[config.mk]
export PLATFORM = sky130hd
export DESIGN_NAME = trb_read_streamer
export DESIGN_NICKNAME = d
export VERILOG_FILES = /design/src/rtl/trb_read_streamer_pkg.sv /design/src/rtl/trb_skid_buffer.sv /design/src/rtl/trb_read_streamer.sv
export SDC_FILE = /design/constraint.sdc
export NUM_CORES = 1
export LEC_CHECK = 0
export CORE_MARGIN = 2
export CORE_UTILIZATION = 48
export CTS_CLUSTER_DIAMETER = 120
export DETAILED_ROUTE_END_ITERATION = 8
export PLACE_DENSITY = 0.79
export SYNTH_ARGS = -nofsm -noshare
export SYNTH_HDL_FRONTEND = slang
export SYNTH_SLANG_ARGS = --single-unit
[constraint.sdc]
create_clock -name clk -period 3.6 [get_ports clk]
set_input_delay 0.72 -clock clk [delete_from_list [all_inputs] [get_ports clk]]
set_output_delay 0.72 -clock clk [all_outputs]
set_load 0.02 [all_outputs]
[src/rtl/trb_read_streamer_pkg.sv]
// Shared types and widths for the trace-buffer read path.
// Optional m_last sideband is enabled with TRB_STREAM_LAST_EN.
package trb_read_streamer_pkg;

    localparam int TRB_ADDR_WIDTH = 4;
    localparam int TRB_WIDTH      = 16;
    localparam int TRB_PTR_WIDTH  = TRB_ADDR_WIDTH + 1;

    typedef logic [TRB_PTR_WIDTH-1:0] trb_ptr_t;
    typedef logic [TRB_WIDTH-1:0]     trb_word_t;

    typedef enum logic {
        ST_RUN,
        ST_FLUSH
    } trb_rd_state_t;

endpackage

[src/rtl/trb_skid_buffer.sv]
// 2-entry register FIFO; head register drives the outputs directly, push and pop may coincide.
// Latency 1 cycle push-to-head; caller must not push when full without popping. Macro TRB_STREAM_LAST_EN adds a last bit.
module trb_skid_buffer #(
    parameter int WIDTH = 16
) (
    input  logic             clk,
    input  logic             reset,
    input  logic             clear,
    input  logic             push,
    input  logic [WIDTH-1:0] push_data,
`ifdef TRB_STREAM_LAST_EN
    input  logic             push_last,
    output logic             head_last,
`endif
    input  logic             pop,
    output logic [WIDTH-1:0] head_data,
    output logic             head_valid,
    output logic [1:0]       occupancy
);

`ifdef TRB_STREAM_LAST_EN
    localparam int SW = WIDTH + 1;
`else
    localparam int SW = WIDTH;
`endif

    logic [SW-1:0] head;
    logic [SW-1:0] tail;
    logic [SW-1:0] in_word;
    logic [1:0]    occ;

`ifdef TRB_STREAM_LAST_EN
    assign in_word   = {push_last, push_data};
    assign head_last = head[WIDTH];
`else
    assign in_word   = push_data;
`endif

    assign head_data  = head[WIDTH-1:0];
    assign head_valid = (occ != 2'd0);
    assign occupancy  = occ;

    always_ff @(posedge clk) begin
        if (reset) begin
            occ  <= 2'd0;
            head <= '0;
            tail <= '0;
        end else if (clear) begin
            occ <= 2'd0;
        end else begin
            case ({push, pop})
                2'b10: begin
                    if (occ == 2'd0) head <= in_word;
                    else             tail <= in_word;
                    occ <= occ + 2'd1;
                end
                2'b01: begin
                    head <= tail;
                    occ  <= occ - 2'd1;
                end
                2'b11: begin
                    // Full: the older tail word moves up, the new word queues behind it.
                    if (occ == 2'd2) begin
                        head <= tail;
                        tail <= in_word;
                    end else begin
                        head <= in_word;
                    end
                end
                default: ;
            endcase
        end
    end

endmodule

[src/rtl/trb_read_streamer.sv]
// Drains trace-buffer BRAM words between rd_ptr and wr_ptr onto a valid/ready stream at 1 word/cycle.
// wr_ptr advance to m_valid is 2 cycles; with m_ready low at most 2 words are fetched. Macro TRB_STREAM_LAST_EN adds m_last.
module trb_read_streamer
    import trb_read_streamer_pkg::*;
#(
    parameter int ADDR_WIDTH = TRB_ADDR_WIDTH,
    parameter int DATA_WIDTH = TRB_WIDTH
) (
    input  logic                  clk,
    input  logic                  reset,
    input  logic                  enable,
    input  logic                  flush,
    input  logic [ADDR_WIDTH:0]   wr_ptr,
    output logic [ADDR_WIDTH:0]   rd_ptr,
    output logic [ADDR_WIDTH-1:0] rd_addr,
    input  logic [DATA_WIDTH-1:0] rd_data,
    output logic [DATA_WIDTH-1:0] m_data,
    output logic                  m_valid,
    input  logic                  m_ready,
`ifdef TRB_STREAM_LAST_EN
    output logic                  m_last,
`endif
    output logic                  empty
);

    localparam logic [ADDR_WIDTH:0] PTR_ONE = 1;

    trb_rd_state_t       state;
    logic                inflight;
    logic [1:0]          occ;
    logic [ADDR_WIDTH:0] avail;
    logic [ADDR_WIDTH:0] ptr_next;
    logic [2:0]          pending;
    logic                pop;
    logic                push;
    logic                issue;

    assign avail    = wr_ptr - rd_ptr;
    assign ptr_next = rd_ptr + PTR_ONE;
    assign pop      = m_valid & m_ready;
    assign pending  = {1'b0, occ} + {2'b00, inflight} - {2'b00, pop};
    assign issue    = enable & ~flush & (avail != '0) & (pending < 3'd2);
    // Data landing in the cycle after a flush belongs to the discarded window.
    assign push     = inflight & (state == ST_RUN);
    assign rd_addr  = rd_ptr[ADDR_WIDTH-1:0];
    assign empty    = (avail == '0) & ~inflight & (occ == 2'd0);

`ifdef TRB_STREAM_LAST_EN
    logic inflight_last;
`endif

    always_ff @(posedge clk) begin
        if (reset) begin
            state    <= ST_RUN;
            rd_ptr   <= '0;
            inflight <= 1'b0;
`ifdef TRB_STREAM_LAST_EN
            inflight_last <= 1'b0;
`endif
        end else if (flush) begin
            state    <= ST_FLUSH;
            rd_ptr   <= wr_ptr;
            inflight <= 1'b0;
        end else begin
            state    <= ST_RUN;
            inflight <= issue;
            if (issue) begin
                rd_ptr <= ptr_next;
`ifdef TRB_STREAM_LAST_EN
                inflight_last <= (ptr_next == wr_ptr);
`endif
            end
        end
    end

    trb_skid_buffer #(
        .WIDTH (DATA_WIDTH)
    ) u_buf (
        .clk        (clk),
        .reset      (reset),
        .clear      (flush),
        .push       (push),
        .push_data  (rd_data),
`ifdef TRB_STREAM_LAST_EN
        .push_last  (inflight_last),
        .head_last  (m_last),
`endif
        .pop        (pop),
        .head_data  (m_data),
        .head_valid (m_valid),
        .occupancy  (occ)
    );

endmodule

Yosys cells after proc, flatten, opt, wreduce, memory -nomap -nowiden
Cells that the tools add are included.
- $add $sub $neg: 6
- magnitude comparators: 1
- equality and inequality tests: 7
- mux-type cells: 10
- bitwise logic cells: 10
- reductions and logical operators: 11
- operator list (kind ; count):
    2-to-1 mux 16 bit ; 4
    one-hot mux 16 bit (3 select lines) ; 1
    one-hot mux 16 bit (2 select lines) ; 1
    2-to-1 mux 5 bit ; 2
    nonzero test 2 bit ; 4
    AND 1 bit ; 7
    equality test 2 bit (second input constant) ; 3
    adder 5 x 1 -> 5 bit (second input constant) ; 1
    logical NOT 5 bit ; 1
    nonzero test 5 bit ; 1
    subtractor 5 bit ; 1
    inequality test 2 bit (second input constant) ; 2
    one-hot mux 2 bit (2 select lines) ; 1
    AND reduction 4 bit ; 1
    adder 2 x 1 -> 3 bit ; 1
    < comparator 3 x 2 -> 1 bit (second input constant) ; 1
    NOT 1 bit ; 3
    AND reduction 3 bit ; 1
    nonzero test 3 bit ; 1
    subtractor 3 x 1 -> 3 bit ; 1
    adder 2 x 1 -> 2 bit (second input constant) ; 1
    equality test 2 x 1 -> 1 bit (second input constant) ; 1
    logical NOT 2 bit ; 1
    inequality test 2 x 1 -> 1 bit (second input constant) ; 1
    3 further kinds ; 3
- register bits: 41

Logic depth before layout (Yosys ltp)
- depth in word-level cells: 7
- mapped depth: 11

Hierarchy
A second synthesis with hierarchy kept.
- cell total of the unflattened synthesis: 213
- area, all modules: 2153.3 um2
- by module, submodules not included (module ; times used ; cells an instance ; area an instance (um2)):
    trb_skid_buffer ; 1 ; 148 ; 1582.8
    trb_read_streamer ; 1 ; 65 ; 570.5

Worst setup path after synthesis
No wires, ideal clock.
- kind: input to output
- start: input port wr_ptr[3]
- end: output port empty
- arrival: 2.205 ns
- required time: 2.880 ns
- slack: 0.675 ns
- stages: 6
- path buffers: 1
- path through: ha_1 inv_1 a211o_1 a211o_1 buf_2 nor3_1
- cells in the longest elaborated chain, start to end: 4
- RTL lines (item ; line ; text):
    start, declared ; trb_read_streamer.sv:13 ; input logic [ADDR_WIDTH:0] wr_ptr,
    subtractor 5 bit ; trb_read_streamer.sv:38 ; assign avail = wr_ptr - rd_ptr;
    logical NOT 5 bit ; trb_read_streamer.sv:46 ; assign empty = (avail == '0) & ~inflight & (occ == 2'd0);
    AND 1 bit (2 in a row) ; trb_read_streamer.sv:46 ;
    end, declared ; trb_read_streamer.sv:23 ; output logic empty
No other way between the ends.

Worst setup path after layout
Ends and elaborated chain as after synthesis.

==> results by group <==
Yosys
  • Mapped Nets: about 260
  • Synth Register Bits: 41
  • Asr flop ratio synth: 0%
  • Netlist Area Pre-Place: 2000 um2
  • Sequential share of the synthesized area: approximately two fifths
  • Area leader, netlist: dfxtp_1
  • Yosys top cell area share: roughly two fifths
  • Ys Warns: 0
  • EDFF count, synth: 0
  • Largest cells by area after synthesis: dfxtp_1, mux2i_1, nor2_1
  • Top_reg_cell synth: dfxtp_1
  • Syn Area/Cell: 9.15 um2
  • Distinct cells, synth: 32
  • Syn Inst Count: 219

Clocking
  • Root Driver: clkbuf_8
  • Total clock sinks: between 40 and 50
  • TritonCTS clock tree: done
  • Post-CTS Hold Buffers: 0
  • CTS clk-pin slew, worst paths: approximately 70 ps
  • H-tree Lvls: 2
  • CTS buffer count: 5
  • Post-CTS setup buffers: 0
  • Clock Tree Buf Depth: 2
  • Later-pin clock latency in the skew report: approximately 290 ps

Setup path
  • Critical Path Slowest Stage Cell: clkdlybuf4s50_1
  • Top Family by Delay on Critical Path: buffers and inverters
  • Req. time, crit path: 2880 ps
  • WP buf/inv: 3
  • Setup CP Type: input pin to output port
  • Most used cell, CP: a211o_1
  • WP data arrival: 2610 ps
  • Crit Path Max Fanout: 2
  • Startpoint types: input pin
  • Largest stage delay on the critical path: 440 ps
  • Cell Chain, Critical Path: clkdlybuf4s50_1 -> ha_1 -> inv_1 -> a211o_1 -> a211o_1 -> nor3_1 -> dlygate4sd2_1
  • Critical path capture point type: output port

Timing
  • Skew final: 4.82 ps
  • RSZ-0062 raised after global routing: false
  • Fmax: 300 MHz
  • Setup violators final: 0
  • Setup TNS: 0 ps
  • Hold slack: 498 ps
  • Post-route clock period utilization: 92.5%
  • Slew Viols, Final: 0
  • Normalized max-slew margin: 23.3%
  • Final Worst Setup Slack: 271 ps
  • Endpoints failing hold: 0
  • Post-route minimum period: 3330 ps
  • Worst-margin pin slew: 1150 ps

Hold path
  • Hold Path Class: register to register

Layout
  • Post-route insts no fill: roughly 310
  • Most frequent cells in the layout: clkdlybuf4s50_1, dfxtp_1, nor2_1
  • Commonest non-fill, non-tap cell in the layout: clkdlybuf4s50_1
  • Multi-input gate area: 1040 um2
  • Sequential cell area: 821 um2
  • Layout cells sized above 1: 6.44%
  • Ant diodes: 0
  • Filler cell count: 343
  • Nets: 300
  • Area grow syn2layout: 30.5%
  • Final instance area: ~2600 um2

Global routing
  • Total gr overflow: 0
  • Number of global-route vias before repair: approximately 1600
  • First-pass GRT wire length: 7.04 mm
  • Total GRT Usage: 20.2%
  • Largest net degree at the start of global routing: 35
  • Antenna violations before repair: 0

Route
  • DRC errors left: 0
  • WL per Instance: 13.6 um
  • DRT antenna net count: 0
  • Initial detailed-routing violation count: just over 70
  • Routed Wire Length: 4.26 mm
  • DR pass1 iterations: 4
  • Via density: between 5 and 6
  • Vias: 1692

Placed design
  • RePlAce Congestion: around 0.77
  • Port Buffer Count: 52
  • Area after DPL: 2530 um2
  • Place WS: -23.2 ps
  • DPL Wire Length: 3.06 mm
  • Post-placement cell count: 307

Pwr
  • Pleak: 0.962 nW
  • VDD IR-drop max: 0.300 mV
  • Cell Pwr Density: 348 nW/um2

Outcome
  • Status: finished clean

Die
  • Die Area: 4710 um2
  • Die H: 68.6 um
  • Die width: ~70 um
  • Ports: 53
  • Placeable Area: 4000 um2
  • Starting Density: 50.1%
  • FP Rows: 23

Flow run
  • Max-cap violations: 0
==> logic make-up (layout without fill, tap and decap cells) <==
logic type	count (synthesis)	after routing	share of synthesized area, %
compound gates	47	47	18.1
xor+xnor	6	6	2.62
fa+ha+maj	10	10	6.62
buf+inv	31	76	7.55
flops	41	41	40.9
mux	16	16	7.99
simple gates	68	68	16.2
==> per-stage QoR <==
| step | util, % | total power, mW |
|---|---|---|
| finish | 65.4 | 0.910 |
| floorplan | - | 0.560 |
| global placement | 63.3 | 0.623 |
| global route | 65.4 | 0.958 |
| CTS | 65.4 | 0.921 |
| detailed placement | 63.3 | 0.626 |
==> path summary, 6_finish.rpt <==
kind | end | startpoint | cells past startpoint | slack, ps
worst max-delay path | empty | wr_ptr[3] | 7 | 270
worst min-delay path | u_buf.tail[5] | u_buf.tail[5] | 2 | 500
worst max register to register | rd_ptr[4] | u_buf.occupancy[0] | 10 | 740
worst min register to register | u_buf.tail[5] | u_buf.tail[5] | 2 | 500
==> power breakdown <==
group | switching, mW | internal [mW] | leakage, nW | total (mW)
logic | 0.0663 | 0.0759 | 0.585 | 0.142
clock network | 0.143 | 0.152 | 0.0443 | 0.294
registers | 0.00951 | 0.463 | 0.332 | 0.473
total | 0.218 | 0.691 | 0.962 | 0.910
==> cell usage after synthesis (2+ instances only) <==
library cell	number
a2111oi_2	2
a211o_1	3
a211oi_1	16
a21oi_1	5
a22oi_1	16
and3_1	4
and4_1	3
buf_2	4
buf_4	4
buf_6	2
clkbuf_1	10
dfxtp_1	41
ha_1	9
inv_1	11
mux2i_1	16
nand2_1	6
nand2b_1	2
nor2_1	40
nor2b_1	3
nor3_1	5
nor3b_1	2
xnor2_1	5
==> layer usage <==
metal	vias to the layer above	routed length, um	track usage (%)
met5	-	0	0
met4	0	44	10.5
met3	4	255	3.90
met2	45	1990	33.8
met1	780	1960	24.4
li1	863	-	-
==> timing repair <==
item | CTS | global route
resized for setup | 1 | 0
endpoints found under the hold margin | 0 | 0
setup endpoints to repair | 1 | 0
==> worst reg2reg max path, delay by kind of cell (launching register included) <==
family                     cells  cell delay, ps
xor gates and xnor gates       1             130
DFF                            1             380
AOI/OAI and AO/OA              2             610
and+or+nand+nor                4             850
adders and majority gates      2             660
buffers and inverters          1             140
==> area by class of cell <==
| class | instances | area share, % |
|---|---|---|
| inverter | 11 | 1.58 |
| timing repair buffer | 58 | 21.6 |
| tap | 50 | 2.39 |
| clock buffer | 7 | 3.30 |
| multi-input combinational | 147 | 39.8 |
| sequential | 41 | 31.4 |
==> flip-flops by register name, summed over array words and instances, names as in the netlist <==
signal,cells
u_buf.occupancy,2
state,1
u_buf.tail,16
rd_ptr,5
u_buf.head_data,16
inflight,1
(Power assumes the default switching activity.)
